[src/rtl/voice_allocator_pkg.sv]
// voice_allocator_pkg: shared widths, FSM states and slot commands for the voice allocator
package voice_allocator_pkg;
  localparam int OSC_VOICES = 4;
  localparam int NOTE_W = 7;
  localparam int VEL_W = 7;
  localparam int AGE_W = 4;
  typedef enum logic [1:0] {ST_IDLE, ST_SCAN, ST_COMMIT} state_t;
  typedef enum logic [2:0] {CMD_NONE, CMD_ASSIGN, CMD_RELEASE, CMD_AGE_INC, CMD_CLEAR} slot_cmd_t;
  function automatic logic [AGE_W-1:0] age_inc(input logic [AGE_W-1:0] a);
    return &a ? a : a + 1'b1;
  endfunction
endpackage

[src/rtl/voice_allocator_if.sv]
// voice_allocator_if: MIDI event handshake in, per-slot oscillator controls out
interface voice_allocator_if #(
  parameter int VOICES = voice_allocator_pkg::OSC_VOICES,
  parameter int NOTE_W = voice_allocator_pkg::NOTE_W
) ();
  logic evt_valid_i;
  logic evt_ready_o;
  logic evt_on_i;
  logic [NOTE_W-1:0] evt_note_i;
  logic [voice_allocator_pkg::VEL_W-1:0] evt_vel_i;
  logic panic_i;
  logic [VOICES*NOTE_W-1:0] voice_note_o;
  logic [VOICES-1:0] voice_gate_o;
  logic [VOICES-1:0] voice_load_o;
  logic steal_o;
  modport master (
    output evt_valid_i, evt_on_i, evt_note_i, evt_vel_i, panic_i,
    input evt_ready_o, voice_note_o, voice_gate_o, voice_load_o, steal_o
  );
  modport slave (
    input evt_valid_i, evt_on_i, evt_note_i, evt_vel_i, panic_i,
    output evt_ready_o, voice_note_o, voice_gate_o, voice_load_o, steal_o
  );
endinterface

[src/rtl/voice_slot.sv]
// voice_slot: one oscillator slot holding note, gate and saturating age
module voice_slot import voice_allocator_pkg::*; (
  input  logic              clk_i,
  input  logic              rst_i,
  input  slot_cmd_t         cmd_i,
  input  logic [NOTE_W-1:0] note_i,
  output logic [NOTE_W-1:0] note_o,
  output logic              gate_o,
  output logic [AGE_W-1:0]  age_o
);
  logic [NOTE_W-1:0] note_q, note_d;
  logic gate_q, gate_d;
  logic [AGE_W-1:0] age_q, age_d;
  // released or cleared slots keep their note; only sounding slots age
  always_comb begin
    note_d = cmd_i == CMD_ASSIGN ? note_i : note_q;
    gate_d = cmd_i == CMD_ASSIGN ? 1'b1 : (cmd_i == CMD_RELEASE || cmd_i == CMD_CLEAR) ? 1'b0 : gate_q;
    age_d = (cmd_i == CMD_ASSIGN || cmd_i == CMD_CLEAR) ? '0 : (cmd_i == CMD_AGE_INC && gate_q) ? age_inc(age_q) : age_q;
  end
  // slot state registers
  always_ff @(posedge clk_i or posedge rst_i) begin
    if (rst_i) begin
      note_q <= '0;
      gate_q <= 1'b0;
      age_q <= '0;
    end else begin
      note_q <= note_d;
      gate_q <= gate_d;
      age_q <= age_d;
    end
  end
  assign note_o = note_q;
  assign gate_o = gate_q;
  assign age_o = age_q;
endmodule

[src/rtl/voice_allocator.sv]
// voice_allocator: scans slots one per cycle, then retriggers, assigns or steals a voice
module voice_allocator import voice_allocator_pkg::*; #(
  parameter int VOICES = OSC_VOICES
) (
  input logic clk_i,
  input logic rst_i,
  voice_allocator_if.slave bus
);
  localparam int IW = VOICES > 1 ? $clog2(VOICES) : 1;
  state_t state_q, state_d;
  logic [IW-1:0] idx_q, idx_d, match_q, match_d, free_q, free_d, old_q, old_d;
  logic match_ok_q, match_ok_d, free_ok_q, free_ok_d, old_ok_q, old_ok_d;
  logic [AGE_W-1:0] old_age_q, old_age_d;
  logic on_q, on_d;
  logic [NOTE_W-1:0] note_q, note_d;
  logic [VOICES-1:0] load_q, load_d;
  logic steal_q, steal_d;
  slot_cmd_t cmd [VOICES];
  logic [NOTE_W-1:0] s_note [VOICES];
  logic [AGE_W-1:0] s_age [VOICES];
  logic [VOICES-1:0] s_gate;
  logic [IW-1:0] tgt;
  genvar k;
  generate
    for (k = 0; k < VOICES; k++) begin : g_slot
      voice_slot u_slot (
        .clk_i(clk_i), .rst_i(rst_i), .cmd_i(cmd[k]), .note_i(note_q),
        .note_o(s_note[k]), .gate_o(s_gate[k]), .age_o(s_age[k])
      );
      assign bus.voice_note_o[k*NOTE_W +: NOTE_W] = s_note[k];
    end
  endgenerate
  assign bus.voice_gate_o = s_gate;
  assign bus.voice_load_o = load_q;
  assign bus.steal_o = steal_q;
  assign bus.evt_ready_o = state_q == ST_IDLE && !bus.panic_i;
  assign tgt = match_ok_q ? match_q : free_ok_q ? free_q : old_q;
  // FSM next state, scan trackers and the slot commands issued at commit; panic overrides all
  always_comb begin
    state_d = state_q;
    idx_d = idx_q;
    match_d = match_q;
    match_ok_d = match_ok_q;
    free_d = free_q;
    free_ok_d = free_ok_q;
    old_d = old_q;
    old_ok_d = old_ok_q;
    old_age_d = old_age_q;
    on_d = on_q;
    note_d = note_q;
    load_d = '0;
    steal_d = 1'b0;
    for (int i = 0; i < VOICES; i++) cmd[i] = CMD_NONE;
    if (bus.panic_i) begin
      state_d = ST_IDLE;
      for (int i = 0; i < VOICES; i++) cmd[i] = CMD_CLEAR;
    end else if (state_q == ST_IDLE) begin
      if (bus.evt_valid_i) begin
        state_d = ST_SCAN;
        idx_d = '0;
        on_d = bus.evt_on_i && |bus.evt_vel_i;
        note_d = bus.evt_note_i;
        match_ok_d = 1'b0;
        free_ok_d = 1'b0;
        old_ok_d = 1'b0;
      end
    end else if (state_q == ST_SCAN) begin
      idx_d = idx_q + 1'b1;
      state_d = idx_q == IW'(VOICES - 1) ? ST_COMMIT : ST_SCAN;
      if (!match_ok_q && s_gate[idx_q] && s_note[idx_q] == note_q) begin
        match_ok_d = 1'b1;
        match_d = idx_q;
      end
      if (!free_ok_q && !s_gate[idx_q]) begin
        free_ok_d = 1'b1;
        free_d = idx_q;
      end
      if (s_gate[idx_q] && (!old_ok_q || s_age[idx_q] > old_age_q)) begin
        old_ok_d = 1'b1;
        old_d = idx_q;
        old_age_d = s_age[idx_q];
      end
    end else begin
      state_d = ST_IDLE;
      if (on_q) begin
        for (int i = 0; i < VOICES; i++) cmd[i] = IW'(i) == tgt ? CMD_ASSIGN : CMD_AGE_INC;
        load_d = VOICES'(1) << tgt;
        steal_d = !match_ok_q && !free_ok_q;
      end else if (match_ok_q) begin
        cmd[match_q] = CMD_RELEASE;
      end
    end
  end
  // FSM, latched event, trackers and registered strobes
  always_ff @(posedge clk_i or posedge rst_i) begin
    if (rst_i) begin
      state_q <= ST_IDLE;
      idx_q <= '0;
      match_q <= '0;
      match_ok_q <= 1'b0;
      free_q <= '0;
      free_ok_q <= 1'b0;
      old_q <= '0;
      old_ok_q <= 1'b0;
      old_age_q <= '0;
      on_q <= 1'b0;
      note_q <= '0;
      load_q <= '0;
      steal_q <= 1'b0;
    end else begin
      state_q <= state_d;
      idx_q <= idx_d;
      match_q <= match_d;
      match_ok_q <= match_ok_d;
      free_q <= free_d;
      free_ok_q <= free_ok_d;
      old_q <= old_d;
      old_ok_q <= old_ok_d;
      old_age_q <= old_age_d;
      on_q <= on_d;
      note_q <= note_d;
      load_q <= load_d;
      steal_q <= steal_d;
    end
  end
endmodule
[src/flat_wrapper.sv]
// flat-port wrapper written by rule: the top's interface ports become plain ports
module voice_allocator_flat import voice_allocator_pkg::*;
#(
  parameter int VOICES = OSC_VOICES
)
  (clk_i, rst_i, bus_evt_valid_i, bus_evt_on_i, bus_evt_note_i, bus_evt_vel_i, bus_panic_i, bus_evt_ready_o, bus_voice_note_o, bus_voice_gate_o, bus_voice_load_o, bus_steal_o);
  voice_allocator_if #(.VOICES(VOICES)) bus_i ();
  input logic clk_i;
  input logic rst_i;
  input wire logic [$bits(bus_i.evt_valid_i)-1:0] bus_evt_valid_i;
  input wire logic [$bits(bus_i.evt_on_i)-1:0] bus_evt_on_i;
  input wire logic [$bits(bus_i.evt_note_i)-1:0] bus_evt_note_i;
  input wire logic [$bits(bus_i.evt_vel_i)-1:0] bus_evt_vel_i;
  input wire logic [$bits(bus_i.panic_i)-1:0] bus_panic_i;
  output wire logic [$bits(bus_i.evt_ready_o)-1:0] bus_evt_ready_o;
  output wire logic [$bits(bus_i.voice_note_o)-1:0] bus_voice_note_o;
  output wire logic [$bits(bus_i.voice_gate_o)-1:0] bus_voice_gate_o;
  output wire logic [$bits(bus_i.voice_load_o)-1:0] bus_voice_load_o;
  output wire logic [$bits(bus_i.steal_o)-1:0] bus_steal_o;
  assign bus_i.evt_valid_i = bus_evt_valid_i;
  assign bus_i.evt_on_i = bus_evt_on_i;
  assign bus_i.evt_note_i = bus_evt_note_i;
  assign bus_i.evt_vel_i = bus_evt_vel_i;
  assign bus_i.panic_i = bus_panic_i;
  assign bus_evt_ready_o = bus_i.evt_ready_o;
  assign bus_voice_note_o = bus_i.voice_note_o;
  assign bus_voice_gate_o = bus_i.voice_gate_o;
  assign bus_voice_load_o = bus_i.voice_load_o;
  assign bus_steal_o = bus_i.steal_o;
  voice_allocator #(.VOICES(VOICES)) u_core (.clk_i(clk_i), .rst_i(rst_i), .bus(bus_i));
endmodule
[config.mk]
export PLATFORM = sky130hd
export DESIGN_NAME = voice_allocator_flat
export DESIGN_NICKNAME = d
export VERILOG_FILES = /design/src/rtl/voice_allocator_pkg.sv /design/src/rtl/voice_allocator_if.sv /design/src/rtl/voice_slot.sv /design/src/rtl/voice_allocator.sv /design/src/flat_wrapper.sv
export SDC_FILE = /design/constraint.sdc
export NUM_CORES = 1
export LEC_CHECK = 0
export CAP_MARGIN = 10
export CORE_UTILIZATION = 50
export DETAILED_ROUTE_END_ITERATION = 16
export DONT_BUFFER_PORTS = 1
export PLACE_DENSITY = 0.71
export RECOVER_POWER = 100
export SKIP_LAST_GASP = 1
export SLEW_MARGIN = 20
export SYNTH_ARGS = -nofsm -noshare
export SYNTH_HDL_FRONTEND = slang
export SYNTH_HIERARCHICAL = 1
export SYNTH_SLANG_ARGS = --single-unit
[constraint.sdc]
create_clock -name clk_i -period 7.95 [get_ports clk_i]
set_input_delay 0.3975 -clock clk_i [delete_from_list [all_inputs] [get_ports clk_i]]
set_output_delay 0.3975 -clock clk_i [all_outputs]
set_load 0.02 [all_outputs]
== Word level (Yosys, flattened, before mapping) ==
Index checks and enable logic that the tools add are counted.

* Flip-flop bits (word level): 78
* Bits in latches: 0
* Memory bits (writable): 0
* Bits in read-only memories: 0
* Output and inout bits: 38
* Memories kept: 0

* $add $sub $neg: 5
* $mul: 0
* Divide/modulo/power cells: 0
* Magnitude comparators: 5
* Equality and inequality tests: 28
* Shift operators: 1
* Mux-type cells: 67
* Bitwise logic cells: 4
* Reductions and logical operators: 57

{| class="wikitable"
|+ Operator list
! kind !! number
|-
| $mux 4 || 18
|-
| $mux 12 || 4
|-
| $reduce_and 4->1 || 10
|-
| $mux 2 || 14
|-
| $eq 3x2->1 const B || 8
|-
| $reduce_bool 2->1 || 12
|-
| $mux 1 || 23
|-
| $add 4x1->4 const B || 4
|-
| $bmux 7 s2 || 1
|-
| $mux 7 || 2
|-
| $eq 3x1->1 const B || 4
|-
| $eq 3x3->1 const B || 4
|-
| $logic_and 1x1->1 || 12
|-
| $mux 11 || 1
|-
| $ne 2x2->1 const B || 5
|-
| $logic_or 1x1->1 || 9
|-
| $bmux 4 s2 || 1
|-
| $reduce_and 2->1 || 4
|-
| $eq 7x7->1 || 1
|-
| $reduce_or 7->1 || 1
|-
| $demux 3 s2 || 1
|-
| $ge 3x3->1 const B || 2
|-
| $not 2->3 || 2
|-
| $reduce_and 3->1 || 2
|-
| other kinds (15) || 22
|}

== Longest topological paths before layout ==
Gate-level depths: netlist of the first run.

* Depth after elaboration: 14
* Gate-level depth with buffers: 10

== Modules after synthesis ==
The synthesis of the first run kept the hierarchy.

{| class="wikitable"
|+ By module, submodules not included
! module !! times used !! cells an instance !! area an instance (um2) !! sequential area each (um2)
|-
| voice_slot (u_core.g_slot[0].u_slot ...) || 3 || 56 || 633.1 || 300.3
|-
| voice_allocator || 1 || 160 || 1840.5 || 750.7
|-
| voice_slot (u_core.g_slot[3].u_slot) || 1 || 56 || 635.6 || 300.3
|}

== Least setup slack after synthesis of the first run ==
Ideal clock, no wire load.

* Kind: register -> register
* Start point: register u_core.idx_q[0]
* End point: register u_core.old_age_q[0]
* Setup time: 125 ps
* Arrival: 2845 ps
* Slack: 4981 ps
* Stages on the path, launching flop included: 10
* Buffers on the path: 2
* Period minus slack after synthesis: 2969 ps
* Cells stage by stage: dfrtp_1 buf_6 buf_1 mux4_2 ha_1 nor2b_1 o21ai_0 a21oi_1 o2111ai_1 mux2_2

* Word-level cells in the longest chain between the ends: 8
* Elaborated cells on any way between the ends: 10
* Those cells by class: 1 x order compare; 5 x mux; 1 x bitwise; 3 x reduce/logical

{| class="wikitable"
|+ RTL lines
! what !! RTL line !! RTL
|-
| from (decl) || voice_allocator.sv:11 || <nowiki>logic [IW-1:0] idx_q, idx_d, match_q, match_d, free_q, free_d, old_q, old_d;</nowiki>
|-
| from (signal assigned) || voice_allocator.sv:112 || <nowiki>idx_q <= idx_d;</nowiki>
|-
| $not 2->3 (not written as such) || voice_allocator.sv:78, voice_allocator.sv:81 ||
|-
| $bmux 4 s2 || voice_allocator.sv:78, voice_allocator.sv:81 ||
|-
| $mux 4 (not written as such) (2 in series) || voice_allocator.sv:78, voice_allocator.sv:81 ||
|-
| $gt 4x4->1 || voice_allocator.sv:78 || <nowiki>if (s_gate[idx_q] && (!old_ok_q || s_age[idx_q] > old_age_q)) begin</nowiki>
|-
| $logic_or 1x1->1 || voice_allocator.sv:78 ||
|-
| $logic_and 1x1->1 || voice_allocator.sv:78 ||
|-
| $reduce_and 4->1 (no source line) || -- ||
|-
| to (signal assigned) || voice_allocator.sv:119 || <nowiki>old_age_q <= old_age_d;</nowiki>
|-
| to (decl) || voice_allocator.sv:13 || <nowiki>logic [AGE_W-1:0] old_age_q, old_age_d;</nowiki>
|}

Several ways; a longest one is shown, not always the timed one. The select of a mux whose other input is x is not followed.
A chain may end at the register's enable or synchronous reset.

== Worst setup path after layout of the first run ==
* Start point: register u_core.idx_q[0]
* End point: register u_core.match_q[0]

* Word-level cells in the longest chain between the ends: 7
* Elaborated cells on any way between the ends: 10
* Those cells by class: 1 x eq/ne; 5 x mux; 1 x bitwise; 3 x reduce/logical

{| class="wikitable"
|+ RTL lines
! what !! RTL line !! RTL
|-
| $not 2->3 (not written as such) || voice_allocator.sv:70 || <nowiki>if (!match_ok_q && s_gate[idx_q] && s_note[idx_q] == note_q) begin</nowiki>
|-
| $bmux 7 s2 || voice_allocator.sv:70 ||
|-
| $mux 7 (not written as such) (2 in series) || voice_allocator.sv:70 ||
|-
| $eq 7x7->1 || voice_allocator.sv:70 ||
|-
| $logic_and 1x1->1 || voice_allocator.sv:70 ||
|-
| $reduce_and 4->1 (no source line) || -- ||
|-
| to (signal assigned) || voice_allocator.sv:113 || <nowiki>match_q <= match_d;</nowiki>
|-
| to (decl) || voice_allocator.sv:11 ||
|}

Several ways; a longest one is shown, not always the timed one. The select of a mux whose other input is x is not followed.

==> results.sh, run 1 <==
export IMPL_power_density_nw_per_um2=191
export IMPL_num_io_pins=57
export IMPL_globalplace_congestion=0.816
export IMPL_vias_per_cell=6.22
export IMPL_ant_nets=0
export IMPL_cts_root_buffer="clkbuf_8"
export IMPL_p_switching_mw=0.270
export IMPL_ff_latch_area_sq_um=1950
export IMPL_ys_seq_area_frac=0.446
export IMPL_vias=3059
export IMPL_cts_resized_gates=0
export IMPL_ir_drop_uv=107
export IMPL_netlist_cell_type_count=50
export IMPL_htree_levels=3
export IMPL_final_core_util=0.543
export IMPL_post_cts_buffers=0
export IMPL_hold_slack_ns=-0.00474
export IMPL_layout_common_cells="78 x dfrtp_1, 45 x mux2_2, 25 x inv_1"
export IMPL_dieWidth_um=95.5
export IMPL_rows=33
export IMPL_crit_type="reg -> reg"
export IMPL_clk_pin_slew_ns=0.10
export IMPL_swShare=0.313
export IMPL_fin_worst_skew_ns=0.0122
export IMPL_synth_top_area_share=0.446
export IMPL_instances_no_fill=492
export IMPL_core_area_sq_um=8340
export IMPL_dr_pass1_iters=4
export IMPL_num_fill_cells=741
export IMPL_p_leak_nw=2.04
export IMPL_pre_cts_slack_ns=5.00
export IMPL_crit_arrival_ns=3.85
export IMPL_diodes=0
export IMPL_drtIter0Drc=156
export IMPL_grt_max_degree=53
export IMPL_status="complete, but fails checks"
export IMPL_syn_inst=384
export IMPL_multi_input_comb_area_sq_um=2120
export IMPL_hold_viol_final=5
export IMPL_final_area_sq_um=4530
export IMPL_first_global_vias=3095
export IMPL_comb_power_share=0.108
export IMPL_syn_nets=412
export IMPL_rsz0062_at_grt="no"
export IMPL_total_power_mw=0.863
export IMPL_wl_per_cell_um=19.9
export IMPL_relSlewSlack=-0.165
export IMPL_fin_nets=410
export IMPL_crit_path_start_kind="flop"
export IMPL_internal_power_mw=0.593
export IMPL_synthArstFlopShare=1.00
export IMPL_maxCapViolCount=1
export IMPL_final_setup_worst_slack_ns=4.34
export IMPL_dieHeight_um=95.5
export IMPL_synth_largest_area_cell="dfrtp_1"
export IMPL_drive_above_1_share=0.178
export IMPL_tightest_slew_ns=1.75
export IMPL_antenna_found_initial=0
export IMPL_ctsHoldBuffers=1
export IMPL_syn_area_per_cell_sq_um=11.4
export IMPL_grt_overflow=0
export IMPL_final_max_slew_viol_count=31
export IMPL_worstPathRequired_ns=8.19
export IMPL_port_buffers=0
export IMPL_seqPwrFrac=0.542
export IMPL_ys_warn_count=6
export IMPL_finalWirelength_mm=9.81
export IMPL_finalCritPeriodShare=0.454
export IMPL_grt_pass1_wl_mm=15.9
export IMPL_synthTopCellsByArea="dfrtp_1 45%, mux2_2 12%, mux4_2 3.1%, ha_1 2.6%, mux4_1 2.4%"
export IMPL_synth_flop_cell="dfrtp_1"
export IMPL_violations="negative hold slack, max-capacitance violations, max-slew violations"
export IMPL_die_area_sq_um=9130
export IMPL_dp_hpwl_mm=6.70
export IMPL_endpoint_kind="flop"
export IMPL_path_max_fanout=15
export IMPL_placedCellCount=475
export IMPL_track_usage=0.236
export IMPL_initial_core_util=0.525
export IMPL_worstSkewPairLatency_ns=0.36
export IMPL_synth_edff_count=0
export IMPL_clockBufferDepth=2
export IMPL_setup_viol=0
export IMPL_hold_class="in -> async"
export IMPL_syn_cell_area_sq_um=4380
export IMPL_period_needed_ns=3.61
export IMPL_final_common_cell="dfrtp_1"
export IMPL_fmax_ghz=0.277
export IMPL_placed_cell_area_sq_um=4410
export IMPL_numCtsBuffers=9
export IMPL_cts_sinks=78
export IMPL_cts_tree="yes"
export IMPL_p_clk_frac=0.350
export IMPL_ys_seq_elements=78
export IMPL_drc_errors=0
export IMPL_tns_ns=0
export IMPL_syn2layout_area_growth_pct=3.52
path summary, 6_finish.rpt:
check,slack [ns],startpoint,endpoint,depth (start not counted)
worst min register to register,0.52,u_core/old_age_q[2],u_core/old_age_q[2],1
min in group clk_i,0.11,bus_panic_i,u_core/state_q[0],1
max in group asynchronous,6.39,rst_i,u_core/free_ok_q,2
worst max register to register,4.34,u_core/idx_q[0],u_core/match_q[0],6
worst min-delay path,-0.005,rst_i,u_core/g_slot[0].u_slot/note_o[2],1
worst max-delay path,4.34,u_core/idx_q[0],u_core/match_q[0],6
kinds of logic after synthesis:
kind of cell / count (synthesis) / synth area share
and+or+nand+nor: 104 / 0.138
buffers and inverters: 44 / 0.0512
DFF: 78 / 0.446
muxes: 65 / 0.194
xor gates and xnor gates: 7 / 0.0140
adders and majority gates: 9 / 0.0257
AOI/OAI and AO/OA: 77 / 0.131
critical path, cell delays in order (launching register included):
cell and delay (ns):
dfrtp_1 0.52, clkbuf_1 0.75, mux4_2 0.61, xor2_1 0.15, or4_1 0.53, nor4_1 0.53, mux2_1 0.38
registers in the layout, indices dropped and copies added (netlist names), 2 cells and up:
register and flops:
u_core/old_age_q 4, u_core/note_q 7, u_core/match_q 2, u_core/bus.voice_load_o 4
u_core/g_slot.u_slot/note_o 28, u_core/idx_q 2, u_core/old_q 2, u_core/state_q 2
u_core/g_slot.u_slot/age_o 16, u_core/free_q 2, u_core/g_slot.u_slot/gate_o 4
final cells by class:
| cell class | count | area share |
|---|---|---|
| clock buffers | 9 | 0.0273 |
| clock inverters | 7 | 0.0166 |
| inverters | 25 | 0.0207 |
| multi-input cells | 262 | 0.468 |
| flip-flops and latches | 78 | 0.431 |
| well taps | 105 | 0.0290 |
| repair buffers | 6 | 0.00718 |
power by group through the flow:
stage,Combinational [mW],Clock (mW),Sequential (mW)
2_1_floorplan,0.0965,0,0.453
3_3_place_gp,0.0941,0,0.474
3_5_place_dp,0.0965,0,0.475
4_1_cts,0.0980,0.310,0.468
5_1_grt,0.103,0.325,0.474
6_report,0.0930,0.302,0.468
per-layer routing:
metal  share of wire  global-route usage  up-vias
met2            0.48               0.371       57
met5               0                   0        -
met3           0.053              0.0670       10
li1                -                   -     1426
met1            0.45               0.312     1566
met4           0.015              0.0871        0
cell usage after synthesis (all sizes together), types with 5 or more instances:
master  instances
and3            8
ha              9
nand4           5
a21oi          16
nor4            5
inv            25
mux2i           8
xor2            6
o32ai           8
nand2b         14
nor3           11
buf            16
o21a            9
mux4           10
o41ai           5
o21ai          11
dfrtp          78
mux2           47
a21o            5
nand2          21
nor2           17
nand3           8
Note: power is estimated with default switching activity, not from simulation.
==> run 2: changes to the inputs <==
PLACE_DENSITY = 0.74   (was 0.71)
clock period = 3 ns   (was 7.95 ns; I/O delays follow)
==> run 2 against run 1 <==
  * Critical path type unchanged
  * The flow now finishes without violations
  * Largest cell class unchanged
  * Utilization rose by 2.4 points
  * Sequential power rose to 2.6 times the previous value
  * Die area did not move
  * Clock power rose to 2.6 times the previous value
==> results.sh, run 2 (synthesis results as in run 1) <==
export IMPL_core_area_sq_um=8340
export IMPL_clk_pin_slew_ns=0.09
export IMPL_cts_tree="yes"
export IMPL_drive_above_1_share=0.191
export IMPL_dieHeight_um=95.5
export IMPL_drc_errors=0
export IMPL_total_power_mw=2.31
export IMPL_dieWidth_um=95.5
export IMPL_globalplace_congestion=0.868
export IMPL_final_common_cell="dfrtp_1"
export IMPL_tns_ns=0
export IMPL_cts_resized_gates=0
export IMPL_final_max_slew_viol_count=0
export IMPL_port_buffers=0
export IMPL_final_core_util=0.567
export IMPL_maxCapViolCount=0
export IMPL_worstPathRequired_ns=3.25
export IMPL_num_io_pins=57
export IMPL_numCtsBuffers=9
export IMPL_placed_cell_area_sq_um=4500
export IMPL_diodes=0
export IMPL_worstSkewPairLatency_ns=0.36
export IMPL_num_fill_cells=721
export IMPL_r2r_setup_slack_ns=0.22
export IMPL_ant_nets=0
export IMPL_clockBufferDepth=2
export IMPL_vias_per_cell=6.20
export IMPL_dp_hpwl_mm=7.15
export IMPL_status="completed"
export IMPL_p_leak_nw=2.13
export IMPL_tightest_slew_ns=0.930
export IMPL_period_needed_ns=2.78
export IMPL_setup_viol=0
export IMPL_hold_class="in -> reg"
export IMPL_rows=33
export IMPL_relSlewSlack=0.377
export IMPL_vias=3180
export IMPL_wl_per_cell_um=19.6
export IMPL_layout_common_cells="78 x dfrtp_1, 44 x mux2_2, 25 x inv_1"
export IMPL_post_cts_buffers=0
export IMPL_path_cells="mux4_2, ha_1, nor2b_1, o21ai_0, a21oi_1, o2111ai_1, clkbuf_1, mux2_2"
export IMPL_cts_root_buffer="clkbuf_8"
export IMPL_track_usage=0.241
export IMPL_drtIter0Drc=212
export IMPL_htree_levels=3
export IMPL_finalWirelength_mm=10.1
export IMPL_dr_pass1_iters=4
export IMPL_cts_sinks=78
export IMPL_initial_core_util=0.525
export IMPL_grt_pass1_wl_mm=16.3
export IMPL_fin_nets=431
export IMPL_crit_type="reg -> reg"
export IMPL_endpoint_kind="flop"
export IMPL_first_global_vias=3119
export IMPL_finalCritPeriodShare=0.927
export IMPL_syn2layout_area_growth_pct=8.04
export IMPL_hold_viol_final=0
export IMPL_crit_slowest_cell="mux4_2"
export IMPL_path_max_fanout=5
export IMPL_ir_drop_uv=405
export IMPL_grt_overflow=0
export IMPL_final_area_sq_um=4730
export IMPL_antenna_found_initial=0
export IMPL_largest_reg_flops=28
export IMPL_fmax_ghz=0.359
export IMPL_slowest_delay_ns=0.55
export IMPL_rsz0062_at_grt="no"
export IMPL_power_density_nw_per_um2=489
export IMPL_grt_max_degree=40
export IMPL_fin_worst_skew_ns=0.0114
export IMPL_crit_path_start_kind="flop"
export IMPL_crit_arrival_ns=3.03
export IMPL_die_area_sq_um=9130
==> run 2: power breakdown <==
group / total (mW) / internal, mW / switching [mW]
logic: 0.286 / 0.145 / 0.141
registers: 1.24 / 1.11 / 0.128
clock network: 0.784 / 0.328 / 0.456
total: 2.31 / 1.59 / 0.725
==> run 2: path summary, 6_finish.rpt <==
path                       depth (start not counted)                           endpoint           startpoint
setup reg to reg                                   8                u_core/old_age_q[3]      u_core/idx_q[0]
min in group asynchronous                          2  u_core/g_slot[1].u_slot/note_o[2]                rst_i
hold reg to reg                                    1                u_core/old_age_q[1]  u_core/old_age_q[1]
max in group asynchronous                          3                    u_core/old_ok_q                rst_i
hold / removal                                     3   u_core/g_slot[3].u_slot/age_o[0]          bus_panic_i
setup / recovery                                   8                u_core/old_age_q[3]      u_core/idx_q[0]
==> run 2: timing repair <==
action,4_1_cts,5_1_grt
hold buffers,11,0
hold endpoints to repair,87,0
setup endpoints to repair,0,0
==> run 2: worst max-delay path, delay by kind of cell, from the launching register on <==
kind / cells / cell delay [ns]
multiplexers: 2 / 0.92
adder cells (fa/ha/maj): 1 / 0.31
AO/OA/AOI/OAI: 3 / 0.57
AND/OR/NAND/NOR: 1 / 0.13
flip-flops: 1 / 0.50
buffers and inverters: 1 / 0.25
==> run 2: routing by layer <==
layer  up-vias  routed length (um)  GRT usage
li1       1465                   -          -
met1      1609                4410      0.310
met2        98                4840      0.383
met3         8                 716     0.0797
met4         0                 104     0.0771
met5         -                   0          0
==> run 2: stage by stage <==
stage	setup slack, ns	hold WS, ns	std cells
detailed placement	0.294	0.0871	486
CTS	0.261	0.00373	513
global placement	0.334	0.0819	486
global route	0.114	0.00894	513
finish	0.218	0.0289	513
floorplan	0.0308	0.0147	384
==> run 2: cell type report <==
cell class	count	area [sq um]	share of cell area
repair buffers	27	189	0.0400
clock buffers	9	124	0.0262
flip-flops and latches	78	1950	0.413
inverters	25	93.8	0.0199
well taps	105	131	0.0278
multi-input cells	262	2170	0.459
clock inverters	7	68.8	0.0146
==> run 3: changes to the inputs <==
CTS_BUF_LIST = sky130_fd_sc_hd__clkbuf_16   (was unset)
REMOVE_ABC_BUFFERS = 1   (was unset)
==> run 3 against run 2 <==
  * Non-clock buffer count down 1
  * Utilization up 0.90 points
  * Cell count down 0.19%
  * Hold slack worse by 0.021 ns
  * First-iteration DRC count up 2.8%
  * Sequential power about the same
  * Clock skew up 0.00050 ns
  * Critical path depth down 2
  * Final area up 1.6%
  * Power up 11%
  * Sequential share of layout area down 0.65 points
  * Sequential cell count unchanged
  * Critical path type unchanged
  * Largest cell class unchanged
==> results.sh, run 3 (synthesis results as in run 1) <==
export IMPL_clockBufferDepth=2
export IMPL_critPathBufInv=1
export IMPL_dr_pass1_iters=4
export IMPL_wl_per_cell_um=19.8
export IMPL_worstSkewPairLatency_ns=0.34
export IMPL_period_needed_ns=2.83
export IMPL_grt_max_degree=43
export IMPL_crit_arrival_ns=3.05
export IMPL_dieHeight_um=95.5
export IMPL_path_max_fanout=7
export IMPL_syn2layout_area_growth_pct=9.75
export IMPL_core_area_sq_um=8340
export IMPL_dieWidth_um=95.5
export IMPL_tns_ns=0
export IMPL_status="completed"
export IMPL_cts_resized_gates=0
export IMPL_dp_hpwl_mm=7.01
export IMPL_num_io_pins=57
export IMPL_seqPwrFrac=0.481
export IMPL_cts_tree="yes"
export IMPL_finalCritPeriodShare=0.944
export IMPL_fin_nets=430
export IMPL_final_setup_worst_slack_ns=0.167
export IMPL_finalWirelength_mm=10.2
export IMPL_die_area_sq_um=9130
export IMPL_vias=3204
export IMPL_first_global_vias=3175
export IMPL_comb_power_share=0.110
export IMPL_drtIter0Drc=218
export IMPL_htree_levels=3
export IMPL_tightest_slew_ns=0.984
export IMPL_crit_path_start_kind="flop"
export IMPL_fmax_ghz=0.353
export IMPL_endpoint_kind="flop"
export IMPL_relSlewSlack=0.343
export IMPL_crit_slowest_cell="dfrtp_1"
export IMPL_path_cells="buf_4, mux4_2, xor2_1, or4_1, nor4_2, mux2_1"
export IMPL_slowest_delay_ns=0.55
export IMPL_power_density_nw_per_um2=535
export IMPL_pre_cts_slack_ns=0.250
export IMPL_drive_above_1_share=0.199
export IMPL_p_clk_frac=0.409
export IMPL_antenna_found_initial=0
export IMPL_track_usage=0.238
export IMPL_grt_pass1_wl_mm=16.1
export IMPL_worstPathRequired_ns=3.22
export IMPL_maxCapViolCount=0
export IMPL_placedCellCount=486
export IMPL_initial_core_util=0.525
export IMPL_drc_errors=0
export IMPL_internal_power_mw=1.83
export IMPL_path_delay_family="simple AND/OR/NAND/NOR gates"
export IMPL_fin_worst_skew_ns=0.0119
export IMPL_grt_overflow=0
export IMPL_p_leak_nw=2.15
export IMPL_numCtsBuffers=9
export IMPL_hold_viol_final=0
export IMPL_cts_root_buffer="clkbuf_16"
export IMPL_globalplace_congestion=0.826
export IMPL_ant_nets=0
export IMPL_swShare=0.286
export IMPL_largest_reg_flops=28
export IMPL_rsz0062_at_grt="no"
export IMPL_diodes=0
export IMPL_num_fill_cells=698
export IMPL_ir_drop_uv=531
export IMPL_rows=33
export IMPL_crit_type="reg -> reg"
export IMPL_clk_pin_slew_ns=0.07
export IMPL_layout_common_cells="78 x dfrtp_1, 45 x mux2_2, 25 x inv_1"
export IMPL_final_common_cell="dfrtp_1"
export IMPL_setup_viol=0
export IMPL_vias_per_cell=6.26
export IMPL_hold_class="in -> reg"
export IMPL_p_switching_mw=0.735
export IMPL_port_buffers=0
export IMPL_cts_sinks=78
export IMPL_final_max_slew_viol_count=0
export IMPL_instances_no_fill=512
## run 3: area by class of cell
cell class / count / area [sq um] / area share
timing repair buffer: 26 / 179 / 0.0373
tap: 105 / 131 / 0.0274
multi-input combinational: 262 / 2160 / 0.450
clock buffer: 9 / 225 / 0.0469
sequential: 78 / 1950 / 0.406
inverter: 25 / 93.8 / 0.0195
clock inverter: 7 / 61.3 / 0.0128
## run 3: layer usage
layer | share of wire | wire [um] | GRT usage | vias to the layer above
li1 | - | - | - | 1471
met1 | 0.43 | 4370 | 0.310 | 1636
met2 | 0.50 | 5090 | 0.382 | 83
met3 | 0.050 | 512 | 0.0558 | 14
met4 | 0.018 | 182 | 0.0970 | 0
met5 | 0 | 0 | 0 | -
## run 3: worst paths after layout
check	start	to	slack (ns)	cells past startpoint
max in group asynchronous	rst_i	u_core/bus.voice_load_o[1]	1.55	3
hold reg to reg	u_core/old_age_q[2]	u_core/old_age_q[2]	0.52	1
hold / removal	bus_evt_valid_i	u_core/free_ok_q	0.007	3
min in group asynchronous	rst_i	u_core/g_slot[2].u_slot/note_o[3]	0.37	2
setup reg to reg	u_core/idx_q[0]	u_core/match_q[1]	0.17	6
setup / recovery	u_core/idx_q[0]	u_core/match_q[1]	0.17	6
## run 3: power groups by stage
stage,Sequential [mW],Combinational (mW),Clock [mW]
CTS,1.23,0.293,1.07
floorplan,1.24,0.199,0
global placement,1.25,0.268,0
finish,1.24,0.281,1.05
detailed placement,1.25,0.276,0
global route,1.25,0.306,1.12
## run 3: through the flow
stage,hold WS (ns),area [sq um],utilization,total power [mW]
final,0.00743,4800,0.576,2.57
after global routing,0.00660,4800,0.576,2.67
after CTS,0.00297,4880,0.586,2.60
after detailed placement,0.0885,4500,0.539,1.53
after global placement,0.0877,4500,0.539,1.52
after floorplan,0.0147,4250,-,1.44
## run 3: repair_timing
action                    4_1_cts  5_1_grt
hold endpoints to repair       87        0
hold buffers                   10        0
buffers inserted                0        0
## run 3: worst register-to-register path, cell delays in order, from the launching register on
cell	delay (ns)
dfrtp_1	0.55
buf_4	0.23
mux4_2	0.51
xor2_1	0.16
or4_1	0.53
nor4_2	0.36
mux2_1	0.37
